## config.mk

```make
export PLATFORM = sky130hd
export DESIGN_NAME = addsub_serial
export DESIGN_NICKNAME = d
export VERILOG_FILES = /design/src/rtl/addsub_serial.sv
export SDC_FILE = /design/constraint.sdc
export NUM_CORES = 1
export LEC_CHECK = 0
export ABC_AREA = 1
export BUFFER_PORTS_ARGS = -buffer_cell sky130_fd_sc_hd__buf_2
export CAP_MARGIN = 20
export CORE_UTILIZATION = 30
export DETAILED_ROUTE_END_ITERATION = 8
export PLACE_DENSITY = 0.53
export SYNTH_ARGS = -nofsm -noshare
export SYNTH_HDL_FRONTEND = slang
export SYNTH_SLANG_ARGS = --single-unit
```

## constraint.sdc

```tcl
create_clock -name clk -period 3.1 [get_ports clk]
set_input_delay 0.62 -clock clk [delete_from_list [all_inputs] [get_ports clk]]
set_output_delay 0.62 -clock clk [all_outputs]
set_load 0.005 [all_outputs]
```

## src/rtl/addsub_serial.sv

```systemverilog
// addsub_serial: digit-serial adder/subtractor with start/ready/done handshake and result flags
module addsub_serial #(
  parameter int WIDTH = 32,
  parameter int DIGIT = 4
) (
  input  logic             clk,
  input  logic             rst_n,
  input  logic             start,
  input  logic             sub,
  input  logic [WIDTH-1:0] i1,
  input  logic [WIDTH-1:0] i2,
  output logic             ready,
  output logic             done,
  output logic [WIDTH-1:0] out,
  output logic             carry,
  output logic             overflow,
  output logic             zero,
  output logic             negative
);
  localparam int N = WIDTH / DIGIT;
  localparam int CW = N > 1 ? $clog2(N) : 1;
  typedef enum logic [1:0] {IDLE, RUN, DONE} state_t;
  state_t state, state_nx;
  logic [WIDTH-1:0] a, b, sh, res;
  logic [CW-1:0] cnt;
  logic [DIGIT:0] sum;
  logic c, last, acc, msb_cin;
  assign sum = {1'b0, a[DIGIT-1:0]} + {1'b0, b[DIGIT-1:0]} + {{DIGIT{1'b0}}, c};
  assign res = WIDTH'({sum[DIGIT-1:0], sh} >> DIGIT);
  assign msb_cin = sum[DIGIT-1] ^ a[DIGIT-1] ^ b[DIGIT-1];
  assign last = cnt == CW'(N - 1);
  assign ready = state == IDLE || state == DONE;
  assign done = state == DONE;
  assign acc = start && ready;
  // next state: accept from IDLE/DONE, leave RUN on the last digit, DONE lasts one cycle
  always_comb begin
    state_nx = state;
    state_nx = acc ? RUN : (state == RUN && last) ? DONE : (state == DONE) ? IDLE : state;
  end
  // state register
  always_ff @(posedge clk or negedge rst_n)
    if (!rst_n) state <= IDLE;
    else state <= state_nx;
  // digit datapath; visible outputs only load on the last digit so partial sums never show
  always_ff @(posedge clk or negedge rst_n)
    if (!rst_n) begin
      a <= '0;
      b <= '0;
      sh <= '0;
      c <= 1'b0;
      cnt <= '0;
      out <= '0;
      carry <= 1'b0;
      overflow <= 1'b0;
      zero <= 1'b0;
      negative <= 1'b0;
    end else if (acc) begin
      a <= i1;
      b <= sub ? ~i2 : i2;
      c <= sub;
      cnt <= '0;
    end else if (state == RUN) begin
      a <= a >> DIGIT;
      b <= b >> DIGIT;
      c <= sum[DIGIT];
      sh <= res;
      cnt <= cnt + 1'b1;
      if (last) begin
        out <= res;
        carry <= sum[DIGIT];
        overflow <= msb_cin ^ sum[DIGIT];
        zero <= res == '0;
        negative <= sum[DIGIT-1];
      end
    end
endmodule

```

Word-level counts from Yosys, hierarchy flattened
Index checks and enable logic that the tools add are counted.
Widths: inputs -> output; s select.
{"block": "word_totals", "reg_bits": 138, "in_bits": 68, "out_inout_bits": 38, "word_cells": 43}
{"block": "op_classes", "n_addsub": 3, "n_eq_ne": 3, "n_mux": 12, "bitwise": 5, "reduce_logical": 9}
{"cell": "$mux 32", "n": 5}
{"cell": "$logic_not 32->1", "n": 1}
{"cell": "$not 32->32", "n": 1}
{"cell": "$mux 2", "n": 3}
{"cell": "$mux 3", "n": 2}
{"cell": "$add 4x4->5", "n": 1}
{"cell": "$add 5x1->5", "n": 1}
{"cell": "$add 3x1->3 const B", "n": 1}
{"cell": "$eq 3x3->1 const B", "n": 1}
{"cell": "$reduce_and 3->1", "n": 1}
{"cell": "$reduce_bool 3->1", "n": 1}
{"cell": "$xor 1x1->1", "n": 3}
{"cell": "$eq 2x1->1 const B", "n": 1}
{"cell": "$eq 2x2->1 const B", "n": 1}
{"cell": "$logic_and 1x1->1", "n": 2}
{"cell": "$logic_not 2->1", "n": 1}
{"cell": "$mux 1", "n": 2}
{"cell": "$reduce_and 2->1", "n": 1}
{"cell": "$reduce_bool 2->1", "n": 1}
{"cell": "$logic_or 1x1->1", "n": 1}
{"cell": "$not 1->1", "n": 1}

Depth between registers and ports, before layout
Gate-level depths: netlist of the first run.
{"block": "logic_depth", "word_depth": 5, "mapped_depth": 9, "mapped_depth_nobuf": 9}

Worst setup path before layout of the first run
Ideal clock, no wire load.
{"block": "synth_timing", "path_type": "flip-flop to flip-flop", "start": "register a[0]", "end": "register overflow", "setup_time_ps": 68, "arrival_time_ps": 1692, "t_required_ps": 3032, "slack_ps": 1340, "stages_incl_launch_ff": 10, "path_buffers": 0, "synth_period_minus_slack_ps": 1760, "path_cell_list": "dfrtp_1 > inv_1 > fa_1 > fa_1 > nand3b_1 > nand2_1 > nand2_1 > nand2_1 > nand3_1 > nand3_1"}
{"block": "synth_between", "elab_chain_cells": 5}
{"item": "start: declaration", "line_no": "24", "text": "logic [WIDTH-1:0] a, b, sh, res;"}
{"item": "start signal: assignment", "line_no": "58", "text": "a <= i1;"}
{"item": "start signal: assignment", "line_no": "63", "text": "a <= a >> DIGIT;"}
{"item": "$add 4x4->5 *", "line_no": "28", "text": "assign sum = {1'b0, a[DIGIT-1:0]} + {1'b0, b[DIGIT-1:0]} + {{DIGIT{1'b0}}, c};"}
{"item": "$add 5x1->5 *", "line_no": "28"}
{"item": "$xor 1x1->1 (2 in series)", "line_no": "30", "text": "assign msb_cin = sum[DIGIT-1] ^ a[DIGIT-1] ^ b[DIGIT-1];"}
{"item": "$xor 1x1->1 *", "line_no": "71", "text": "overflow <= msb_cin ^ sum[DIGIT];"}
{"item": "end signal: assignment", "line_no": "71"}
{"item": "end: declaration", "line_no": "16", "text": "output logic overflow,"}
Mark *: on every way between the ends. The rest lies on a longest branch, timed or not.
A chain may end at the register's enable or synchronous reset.

Worst setup path after layout of the first run
{"block": "layout_timing", "start": "register state[0]", "end": "register b[29]"}
{"block": "layout_between", "elab_chain_cells": 4, "elab_cells_between_ends": 7, "cone_classes": "eq/ne: 2; mux: 1; reduce/logical: 4"}
{"item": "start: declaration", "line_no": "23", "text": "state_t state, state_nx;"}
{"item": "start signal: assignment", "line_no": "43", "text": "else state <= state_nx;"}
{"item": "$eq 2x2->1 or $logic_not 2->1 (tied branches)", "line_no": "32", "text": "assign ready = state == IDLE || state == DONE;"}
{"item": "$logic_or 1x1->1", "line_no": "32"}
{"item": "$logic_and 1x1->1", "line_no": "34", "text": "assign acc = start && ready;"}
{"item": "$mux 32 or $reduce_bool 2->1 (tied branches)"}
{"item": "end signal: assignment", "line_no": "59", "text": "b <= sub ? ~i2 : i2;"}
{"item": "end signal: assignment", "line_no": "64", "text": "b <= b >> DIGIT;"}
{"item": "end: declaration", "line_no": "24"}
Several ways; a longest one is shown, not always the timed one.

==> out/metrics.cfg, run 1 <==
[outcome]
outcome=completed

[floorplanning]
dieArea_um2=21100
die_y_um=145
initial_core_util_pct=30.5
die_x_um=145
io_pins=106
coreArea_um2=20200
rows=52

[routing]
via_per_inst=4.46
vias=4706
detail-route-antenna-nets=0
drt_wl_total_mm=14.0
routedWlPerCell_um=13.2
drt_iter0_drc=325
drc=0
drt_pass1_iterations=4

[synth]
yosys-top-cells-area=dfrtp_1 54%, o21ai_0 10%, nand2_1 7.4%
yosysTopAreaCell=dfrtp_1
synth_enable_flop_cells=0
avgSynthCellArea_um2=8.99
netlist_area_um2=6160
ys_warn_count=0
syn_inst=685
ys_seq_area_share_pct=54.1
syn-num-nets=760
yosys.area.top_type_share_pct=54.1
synth_ff_type=dfrtp_1
ys_top_cells_by_count=133 x dfrtp_1, 128 x o21ai_0, 122 x nand2_1, 84 x inv_1, 56 x o21ai_1
async_flop_share_pct=100
yosys_register_bits=133
synth_most_common_cell=dfrtp_1
yosysUniqueCellTypes=31

[clock_network]
cts_root_buf=clkbuf_16
clkLatencyLatePin_ps=410
cts_tree=done
cts.sinks=133
cts_buffer_depth=2
cts-resized-gates=0
htree_levels=4
cts_hold_buf=0
numCtsBuffers=17
clkTransAtPathRegs_ps=60
cts_setup_buffers=0

[finish]
antenna_cells=0
final_area_um2=7390
area_delta_synth_final_pct=20.0
final_nets=848
drive_above_1_share_pct=19.6

[timing]
fin_crit_sh_pct=66.7
finClkSkew_ps=7.53
maxSlewHeadroom_pct=40.3
hold_violations=0
fin_crit_ps=2070
tns_ps=0
setup_viol=0
clock.fmax_ghz=0.483
rsz0062_at_grt=no
worst_slack_ps=1030
maxSlewViolCount=0
tightestPinTransition_ps=895

[grt]
grt_max_degree=94
track_usage_pct=14.0
overflow=0
grt_pass1_vias=4551
grt_pass1_wl_mm=23.4
antenna_found_initial=0

[placement]
place_area_um2=6800
numPortBuffers=105
place_ws_ps=828
place_congestion=0.753
hpwl_mm=9.08

[setup_path]
worst_path_dominant_cell_family=simple AND/OR/NAND/NOR gates
path_class=reg -> reg
cp-start-kind=flop
cp.arrival_ps=2370
crit_chain=inv_2 -> nand2_4 -> nand2_4 -> inv_2 -> a32o_1
crit_required_ps=3400
critPathMaxFanout=58
cp_slowest_cell=nand2_4
cp_slowest_stage_delay_ps=580
end_kind=flop
cp.buffers_inverters=2

[power_and_ir_drop]
peakVddDrop_v=0.000542
power_mw=7.73
p_leak_nw=3.58
power_density_nw_per_um2=1050

[run]
cap_viol_max_count=0

[hold_path]
hold_class=in -> async

[cell type report]
type                            instances  area (um^2)
Fill cell                            2133        12800
Sequential cell                       133         3330
Multi-Input combinational cell        422         2200
Timing Repair Buffer                  112          609
Clock buffer                           20          457
Tap cell                              270          338
Inverter                               87          327
Clock inverter                         12          129
[metrics by stage]
stage               hold slack [ps]  utilization [%]  cells
floorplan                       324                -    685
global placement                461             33.7   1024
detailed placement              465             33.7   1024
CTS                             265             36.6   1056
global route                    284             36.6   1056
finish                          226             36.6   1056
[state kept, by name, indices dropped and copies added (netlist names)]
signal and flops:
sh 28, b 32, carry 1, out 32
state 2, c 1, zero 1, cnt 3
overflow 1, a 32
[power by group]
| group | leakage, nW | internal (mW) | switching, mW | total (mW) |
|---|---|---|---|---|
| clock | 0.270 | 1.22 | 0.769 | 1.99 |
| combinational | 1.60 | 1.04 | 1.86 | 2.90 |
| sequential | 1.71 | 2.49 | 0.357 | 2.85 |
| total | 3.58 | 4.75 | 2.99 | 7.73 |
[metal layers]
metal  GRT usage [%]  part of all wire, %  wire length [um]
met5               0                    0                 0
met4            3.79                  1.1               149
met3            3.49                  5.0               706
met2            21.0                   43              6050
met1            19.8                   51              7080
[cells in the final DEF (no fill, tap or decap), drive strengths merged, types with 2 or more instances in the layout]
cell type,n
clkbuf,20
xnor2,6
dfrtp,133
clkinv,4
a32o,3
a31oi,7
or2,3
ha,5
o21ai,184
fa,2
a22o,2
nand2,126
nand3,12
clkinvlp,6
buf,112
a21oi,6
bufinv,2
nor2,25
inv,87
xor2,26
o22ai,10
[cell families after synthesis]
family,Yosys count,share of synthesized area [%]
XOR/XNOR,32,4.55
AND/OR/NAND/NOR,169,11.2
buffers and inverters,130,10.2
adder cells (fa/ha/maj),7,1.67
flip-flops,133,54.1
AO/OA/AOI/OAI,214,18.3
[worst paths after layout]
kind,from,end,slack (ps),cells after the start
max,state[0]$_DFFE_PN0P_,b[29]$_DFFE_PN0P_,1030,5
min,rst_n,out[17]$_DFFE_PN0P_,230,1
max reg2reg,state[0]$_DFFE_PN0P_,b[29]$_DFFE_PN0P_,1030,5
min reg2reg,out[3]$_DFFE_PN0P_,out[3]$_DFFE_PN0P_,480,2
max in group asynchronous,rst_n,b[29]$_DFFE_PN0P_,2210,2
min in group clk,i1[30],a[30]$_DFFE_PN0P_,420,3
(Power assumes the default switching activity.)
==> run 2: changes to the inputs <==
Clock period 3.1 ns to 2.15 ns, I/O delays scaled along.
==> out/metrics.cfg, run 2 (synthesis gave the netlist of run 1 again) <==
[setup_path]
reg2reg_to=zero$_DFFE_PN0P_  ; was b[29]$_DFFE_PN0P_
rr_worst_depth=7  ; was 5
crit_chain=inv_1 -> fa_1 -> fa_1 -> xnor2_1 -> nor3_1 -> nand3_1 -> nand2_1  ; was inv_2 -> nand2_4 -> nand2_4 -> inv_2 -> a32o_1
end_kind=flop  ; unchanged
cp.arrival_ps=2230  ; was 2370 ps
cp_slowest_cell=fa_1  ; was nand2_4
cp.buffers_inverters=1  ; was 2
cp-start-kind=flop  ; unchanged
worst_path_dominant_cell_family=adder cells  ; was simple AND/OR/NAND/NOR gates
crit_top_cell=fa_1
r2r_slack_ps=220  ; was 1030 ps
critPathMaxFanout=3  ; was 58
path_class=reg -> reg  ; unchanged
crit_required_ps=2450  ; was 3400 ps
r2r-start=a[0]$_DFFE_PN0P_  ; was state[0]$_DFFE_PN0P_
cp_slowest_stage_delay_ps=460  ; was 580 ps

[finish]
final_area_um2=7470  ; was 7390 um^2
reg_top3=a: 32 flops, b: 32 flops, out: 32 flops  ; unchanged
drive_above_1_share_pct=20.3  ; was 19.6%
layout_common_cells=133 x dfrtp_1, 128 x o21ai_0, 122 x nand2_1  ; unchanged
final_cell_count_no_fill=1067  ; was 1056
area_delta_synth_final_pct=21.3  ; was 20.0%
final_nets=859  ; was 848
fin_util_pct=37.0  ; was 36.6%
antenna_cells=0  ; unchanged
final_common_cell=dfrtp_1  ; unchanged

[floorplanning]
die_y_um=145  ; unchanged
die_x_um=145  ; unchanged
io_pins=106  ; unchanged
rows=52  ; unchanged
dieArea_um2=21100  ; unchanged
coreArea_um2=20200  ; unchanged
initial_core_util_pct=30.5  ; unchanged

[hold_path]
hold_class=in -> reg  ; was in -> async
holdCritStartpoint=i1[28]
min_path_cells=3
holdPathEnd=a[28]$_DFFE_PN0P_

[grt]
grt_pass1_wl_mm=23.8  ; was 23.4 mm
grt_max_degree=56  ; was 94
antenna_found_initial=1  ; was 0
grt_pass1_vias=4514  ; was 4551
track_usage_pct=14.2  ; was 14.0%
overflow=0  ; unchanged

[placement]
dp.cells=1034  ; was 1024
hpwl_mm=9.77  ; was 9.08 mm
numPortBuffers=105  ; unchanged
place_ws_ps=235  ; was 828 ps
place_area_um2=6890  ; was 6800 um^2
place_congestion=0.736  ; was 0.753

[run]
cap_viol_max_count=0  ; unchanged

[timing]
hold_violations=0  ; unchanged
maxSlewViolCount=0  ; unchanged
tightestPinTransition_ps=487  ; was 895 ps
maxSlewHeadroom_pct=67.5  ; was 40.3%
rsz0062_at_grt=no  ; unchanged
setup_viol=0  ; unchanged
tns_ps=0  ; unchanged
fin_crit_ps=1930  ; was 2070 ps
fin_crit_sh_pct=89.5  ; was 66.7%
finClkSkew_ps=13.6  ; was 7.53 ps
worst_slack_ps=225  ; was 1030 ps
hold_ws_ps=230  ; was 226 ps
clock.fmax_ghz=0.519  ; was 0.483 GHz

[clock_network]
cts.sinks=133  ; unchanged
cts-resized-gates=0  ; unchanged
cts_tree=done  ; unchanged
htree_levels=4  ; unchanged
clkLatencyLatePin_ps=420  ; was 410 ps
cts_root_buf=clkbuf_16  ; unchanged
cts_buffer_depth=2  ; unchanged
clkTransAtPathRegs_ps=60  ; about the same
numCtsBuffers=17  ; unchanged
cts_setup_buffers=0  ; unchanged

[routing]
drc=0  ; unchanged
via_per_inst=4.42  ; was 4.46
drt_pass1_iterations=5  ; was 4
detail-route-antenna-nets=0  ; unchanged
drt_wl_total_mm=14.2  ; was 14.0 mm
vias=4715  ; was 4706
drt_iter0_drc=286  ; was 325
routedWlPerCell_um=13.3  ; was 13.2 um

[outcome]
outcome=completed  ; unchanged

[power_and_ir_drop]
power_density_nw_per_um2=1500  ; was 1050 nW/um^2
p_leak_nw=3.65  ; was 3.58 nW
power_mw=11.2  ; was 7.73 mW
peakVddDrop_v=0.000654  ; was 0.000542 V

run 2: cell types whose count changed in the layout (fill, tap and decap cells not counted), sizes merged:
cell         delta
clkbuf          +2
buf            +10
inv             -1
dlygate4sd3     +1
clkinvlp        -4
clkinv          +3
run 2: where the power goes:
| group | total, mW | leakage, nW | internal, mW | switching [mW] |
|---|---|---|---|---|
| sequential | 4.09 | 1.71 | 3.59 | 0.502 |
| clock | 2.81 | 0.279 | 1.75 | 1.06 |
| combinational | 4.28 | 1.66 | 1.57 | 2.71 |
| total | 11.2 | 3.65 | 6.92 | 4.27 |
run 2: routing by layer:
metal,vias up,part of all wire (%),GRT usage [%]
li1,2422,-,-
met1,2171,50,20.3
met2,112,45,21.1
met3,8,4.8,4.12
met4,2,0.74,3.63
met5,-,0.078,0
run 2: worst max-delay path by stage:
stage	from	endpoint	slack [ps]	cells past startpoint
2_1_floorplan	a[0]$_DFFE_PN0P_	overflow$_DFFE_PN0P_	390	9
3_3_place_gp	a[0]$_DFFE_PN0P_	overflow$_DFFE_PN0P_	290	9
3_5_place_dp	a[0]$_DFFE_PN0P_	zero$_DFFE_PN0P_	240	7
4_1_cts	a[0]$_DFFE_PN0P_	zero$_DFFE_PN0P_	220	7
5_1_grt	a[0]$_DFFE_PN0P_	overflow$_DFFE_PN0P_	130	9
6_report	a[0]$_DFFE_PN0P_	zero$_DFFE_PN0P_	220	7
run 2: layout make-up:
type	count	area, um^2
Fill cell	2162	12700
Sequential cell	133	3330
Multi-Input combinational cell	422	2200
Timing Repair Buffer	123	707
Clock buffer	22	464
Tap cell	270	338
Inverter	87	327
Clock inverter	10	105
run 2: timing repair:
action	4_1_cts	5_1_grt
hold buffers	1	0
hold endpoints to repair	44	0
endpoints found under the setup margin	0	0
run 2: worst reg2reg max path, cell delays in order (launching register included):
cell	delay [ps]
dfrtp_1	320
inv_1	60
fa_1	460
fa_1	440
xnor2_1	300
nor3_1	90
nand3_1	90
nand2_1	50
